### config.mk
export PLATFORM = sky130hd
export DESIGN_NAME = banco_reg
export DESIGN_NICKNAME = d
export VERILOG_FILES = /design/src/rtl/banco_reg.sv
export SDC_FILE = /design/constraint.sdc
export NUM_CORES = 2
export LEC_CHECK = 0
export ABC_AREA = 1
export CAP_MARGIN = 0
export CELL_PAD_IN_SITES_DETAIL_PLACEMENT = 1
export CELL_PAD_IN_SITES_GLOBAL_PLACEMENT = 2
export CORE_MARGIN = 2
export CORE_UTILIZATION = 40
export CTS_BUF_LIST = sky130_fd_sc_hd__clkbuf_2 sky130_fd_sc_hd__clkbuf_4 sky130_fd_sc_hd__clkbuf_8
export DETAILED_ROUTE_END_ITERATION = 16
export GPL_ROUTABILITY_DRIVEN = 0
export PLACE_DENSITY_LB_ADDON = 0.1
export SLEW_MARGIN = 20
export SYNTH_ARGS = -nofsm -noshare
export SYNTH_HDL_FRONTEND = slang
export SYNTH_SLANG_ARGS = --single-unit
### constraint.sdc
create_clock -name clk -period 108.1 [get_ports clk]
set_clock_uncertainty 0.1 [all_clocks]
set_input_delay 32.43 -clock clk [delete_from_list [all_inputs] [get_ports clk]]
set_output_delay 32.43 -clock clk [all_outputs]
set_load 0.02 [all_outputs]
### src/rtl/banco_reg.sv
// 32 x DATA_W MIPS register file: two combinational read ports, one write port, hardwired $zero, $sp reset to SP_INIT.
// Define BANCO_REG_BYPASS_EN to forward write_data to a matching read port in the same cycle.
module banco_reg #(
  parameter int               DATA_W  = 32,
  parameter logic [DATA_W-1:0] SP_INIT = 32'd227,
  parameter logic [4:0]       SP_IDX  = 5'd29
) (
  input  logic              clk,
  input  logic              reset,
  input  logic              reg_write,
  input  logic [4:0]        read_reg1,
  input  logic [4:0]        read_reg2,
  input  logic [4:0]        write_reg,
  input  logic [DATA_W-1:0] write_data,
  output logic [DATA_W-1:0] read_data1,
  output logic [DATA_W-1:0] read_data2
);

  logic [DATA_W-1:0] regs [0:31];

  // Storage: async reset loads reset values; index 0 is never written so it stays 0.
  always_ff @(posedge clk or posedge reset) begin
    if (reset) begin
      for (int i = 0; i < 32; i++) begin
        if (i[4:0] == SP_IDX) begin
          regs[i] <= SP_INIT;
        end else begin
          regs[i] <= '0;
        end
      end
    end else if (reg_write && (write_reg != 5'd0)) begin
      regs[write_reg] <= write_data;
    end
  end

  // Read port 1: $zero first, then optional forwarding (suppressed during reset), then storage.
  always_comb begin
    read_data1 = '0;
    if (read_reg1 == 5'd0) begin
      read_data1 = '0;
`ifdef BANCO_REG_BYPASS_EN
    end else if (!reset && reg_write && (write_reg == read_reg1)) begin
      read_data1 = write_data;
`endif
    end else begin
      read_data1 = regs[read_reg1];
    end
  end

  // Read port 2: same selection as port 1.
  always_comb begin
    read_data2 = '0;
    if (read_reg2 == 5'd0) begin
      read_data2 = '0;
`ifdef BANCO_REG_BYPASS_EN
    end else if (!reset && reg_write && (write_reg == read_reg2)) begin
      read_data2 = write_data;
`endif
    end else begin
      read_data2 = regs[read_reg2];
    end
  end

endmodule
==> Implementation_results.wiki <==
{| class="wikitable"
! Metric !! Value
|-
| Top cell by count, worst path || sky130_fd_sc_hd__nand2_1
|-
| TritonCTS clock tree || done
|-
| Clock sink total || 1024
|-
| Area growth from synthesis to layout || 10.6%
|-
| Antenna violations before repair || 5
|-
| Leading register cell type out of synthesis || sky130_fd_sc_hd__dfrtp_1
|-
| Gate count of the mapped netlist || roughly 8300
|-
| Arrival time reported for the critical path endpoint || 36.87 ns
|-
| Row Count || 137
|-
| Total routing usage reported by global routing || 35.0%
|-
| Synth unique cells || 19
|-
| Register-to-register setup slack || between 100 and 150 ns
|-
| Critical path endpoint category || output pin
|-
| Worst path cell trace || buf_8 -> buf_4 -> buf_4 -> buf_4 -> nand2_1 -> nand3_1 -> nand3_1 -> nand2_1 -> nand2_1 -> nand3_1 -> nand2_1 -> nor2_1 -> clkdlybuf4s50_1
|-
| Number of H-tree levels || 4
|-
| Starting DRC count in detailed routing || 5055
|-
| Area fraction of the dominant cell type after synthesis || 45.3%
|-
| Largest area contributor in the netlist || sky130_fd_sc_hd__dfrtp_1
|-
| Register area || 0.0256 mm2
|-
| Number of I/O port buffers || 113
|-
| PostCTS Resize Cnt || 0
|-
| Total negative setup slack || 0 ns
|-
| Dominant cells by area after synthesis || sky130_fd_sc_hd__dfrtp_1 (45%), sky130_fd_sc_hd__nand2_1 (22%), sky130_fd_sc_hd__nand3_1 (12%)
|-
| Startpoint-to-endpoint class of the critical path || in2out
|-
| Worst Tran Pin Value || 1.52 ns
|-
| Maximum operating frequency || 0.0144 GHz
|-
| Total leakage power || 29.3 nW
|-
| Number of CTS-inserted buffers || 198
|-
| Number of top-level pins || 114
|-
| Top Registers || regs x1024
|-
| Worst vdd ir || slightly below 0.01 mV
|-
| Residual overflow from global routing || 0
|-
| Synthesized area per cell || 6.79 um2
|-
| Number of flip-flops and latches in the synthesized netlist || a little over 1000
|-
| Synth top cells by count || sky130_fd_sc_hd__nand2_1 (3363), sky130_fd_sc_hd__nand3_1 (1376), sky130_fd_sc_hd__dfrtp_1 (1019)
|-
| Average vias per placed instance || roughly 5.8
|-
| Via count || 57900
|-
| Status || complete, but fails checks
|-
| Setup slack at placement || a little under 40 ns
|-
| Final non-filler cell total || 9975
|-
| Final setup violation count || 0
|-
| Netlist area before placement || roughly 0.056 mm2
|-
| Global-route wire length before repair || 380000 um
|-
| EDFF count, synth || 0
|-
| Later-pin clock latency in the skew report || 0.94 ns
|-
| Clock period minus worst slack || 69.40 ns
|-
| Fin crit share || 64.2%
|-
| Maximum number of pins on one net before global-route repair || 203
|-
| Max-cap violation count || 0
|-
| Pins Over Slew Limit || 28
|-
| Area used by multi-input combinational logic || 0.0277 mm2
|-
| # nets final || 7991
|-
| Synth warnings || 0
|-
| Type of the most critical hold path || reg2reg
|-
| Vias in the first global route || 58900
|-
| Slowest cell delay on critical path || 0.73 ns
|-
| Critical path's slowest cell || sky130_fd_sc_hd__clkdlybuf4s50_1
|-
| Post-detailed-route wirelength per cell || 25.1 um
|-
| Cell with the most instances after synthesis || sky130_fd_sc_hd__nand2_1
|-
| Post-route setup slack || 38.70 ns
|-
| DRC viols || 0
|-
| Remaining antenna violation count || 0
|-
| CTS Hold Buffers Added || 0
|-
| CTS root buf || sky130_fd_sc_hd__clkbuf_8
|-
| Largest fanout on the critical path || 66
|-
| Die extent in y || 379 um
|-
| Overall die area || around 0.14 mm2
|-
| Core Box Area || 0.140 mm2
|-
| Layout cells sized above 1 || under 10%
|-
| Starting density of the core || between 40 and 50%
|-
| First drt pass iteration count || 5
|-
| Slew headroom || -1.08%
|-
| Area after DPL || 0.0580 mm2
|-
| Share of flip-flops with an asynchronous set or reset after synthesis || 100%
|-
| Number of flip-flops in the largest register || 1024
|-
| Unrepaired setup endpoints after global routing || false
|-
| Total setup buffers inserted after CTS || 0
|-
| Power density cells || 18.8 mW/mm2
|-
| Dpl hpwl || approximately 130000 um
|-
| Buffer levels on the longest clock path || 3
|-
| Final-report hold violation count || 0
|-
| Nets in the synthesized netlist || between 8000 and 9000
|-
| Die Width || 379 um
|-
| Largest Register || regs
|-
| Layout Cell Area excl Fill || 0.0623 mm2
|-
| DP Cell Count || 9617
|-
| Req. time, crit path || 75.57 ns
|-
| Number of fill cells in the layout || 17900
|-
| Fraction of the yosys area taken by sequential cells || between 40% and 50%
|-
| Crit start category || primary input
|-
| Violations in the final reports || max-slew violations
|-
| Cell type group with the largest total delay on the critical path || buffers and inverters
|-
| Wirelength, routed || 251000 um
|-
| CP bufs+invs || 5
|-
| Worst-path clk slew || 0.05 ns
|}
-- worst register-to-register path, cell delays in order (launching register included) --
cell and delay (ns):
sky130_fd_sc_hd__dfstp_2 0.54, sky130_fd_sc_hd__nor2_1 0.05, sky130_fd_sc_hd__a21oi_1 0.16
-- logic make-up after synthesis --
| family | count (synthesis) | share of synthesized area (%) |
|---|---|---|
| flip-flops | 1024 | 45.5 |
| buffers and inverters | 849 | 5.83 |
| AND/OR/NAND/NOR | 5177 | 37.6 |
| AO/OA/AOI/OAI | 1246 | 11.1 |
-- power by group --
group | internal, mW | leakage [nW] | switching, mW
Clock | 0.242 | 2.28 | 0.184
Combinational | 0.0811 | 13.9 | 0.146
Sequential | 0.457 | 13.2 | 0.0586
Total | 0.780 | 29.3 | 0.389
-- cell type report --
class / count / share of cell area [%]
antenna: 3 / 0.0120
clock buffer: 332 / 6.67
clock inverter: 23 / 0.271
inverter: 90 / 0.635
multi-input combinational: 6423 / 44.5
sequential: 1024 / 41.1
tap: 1876 / 3.77
timing repair buffer: 204 / 3.04
-- worst paths after layout --
path / startpoint / to / cells past startpoint
max: read_reg1[0] / read_data1[14] / 13
min: regs[999] / regs[999] / 0
max reg2reg: regs[70] / regs[70] / 2
min reg2reg: regs[999] / regs[999] / 0
max in group asynchronous: reset / regs[774] / 7
min in group asynchronous: reset / regs[598] / 2
-- routing by layer --
metal / GRT usage, % / wire (um) / vias up
met5: 0 / 32 / -
met4: 11.7 / 8250 / 4
met1: 47.1 / 111000 / 29400
met3: 5.17 / 15300 / 468
li1: - / - / 26200
met2: 57.5 / 116000 / 1817
-- per-stage QoR --
step	utilization, %	hold WS [ns]	power (mW)
floorplan	-	0.351	0.669
global placement	41.5	0.286	0.735
detailed placement	41.5	0.291	0.745
CTS	44.6	0.304	1.17
global route	44.6	0.310	1.24
finish	44.6	0.303	1.17
-- placed cells by master, fill, tap and decap left out, types with 5 or more instances in the layout --
| master | instances |
|---|---|
| sky130_fd_sc_hd__nand2_1 | 3337 |
| sky130_fd_sc_hd__nand3_1 | 1374 |
| sky130_fd_sc_hd__dfrtp_1 | 1019 |
| sky130_fd_sc_hd__o21ai_0 | 925 |
| sky130_fd_sc_hd__nor2_1 | 423 |
| sky130_fd_sc_hd__a21oi_1 | 281 |
| sky130_fd_sc_hd__clkbuf_8 | 266 |
| sky130_fd_sc_hd__clkdlybuf4s50_1 | 103 |
| sky130_fd_sc_hd__buf_4 | 87 |
| sky130_fd_sc_hd__inv_1 | 72 |
| sky130_fd_sc_hd__clkbuf_4 | 66 |
| sky130_fd_sc_hd__o21ai_1 | 40 |
| sky130_fd_sc_hd__nand2_4 | 26 |
| sky130_fd_sc_hd__clkinv_2 | 12 |
| sky130_fd_sc_hd__clkinvlp_4 | 9 |
| sky130_fd_sc_hd__inv_2 | 8 |
| sky130_fd_sc_hd__inv_8 | 8 |
| sky130_fd_sc_hd__buf_12 | 6 |
| sky130_fd_sc_hd__nor3_1 | 5 |
| sky130_fd_sc_hd__dfstp_2 | 5 |
Note: power is estimated with default switching activity, not from simulation.
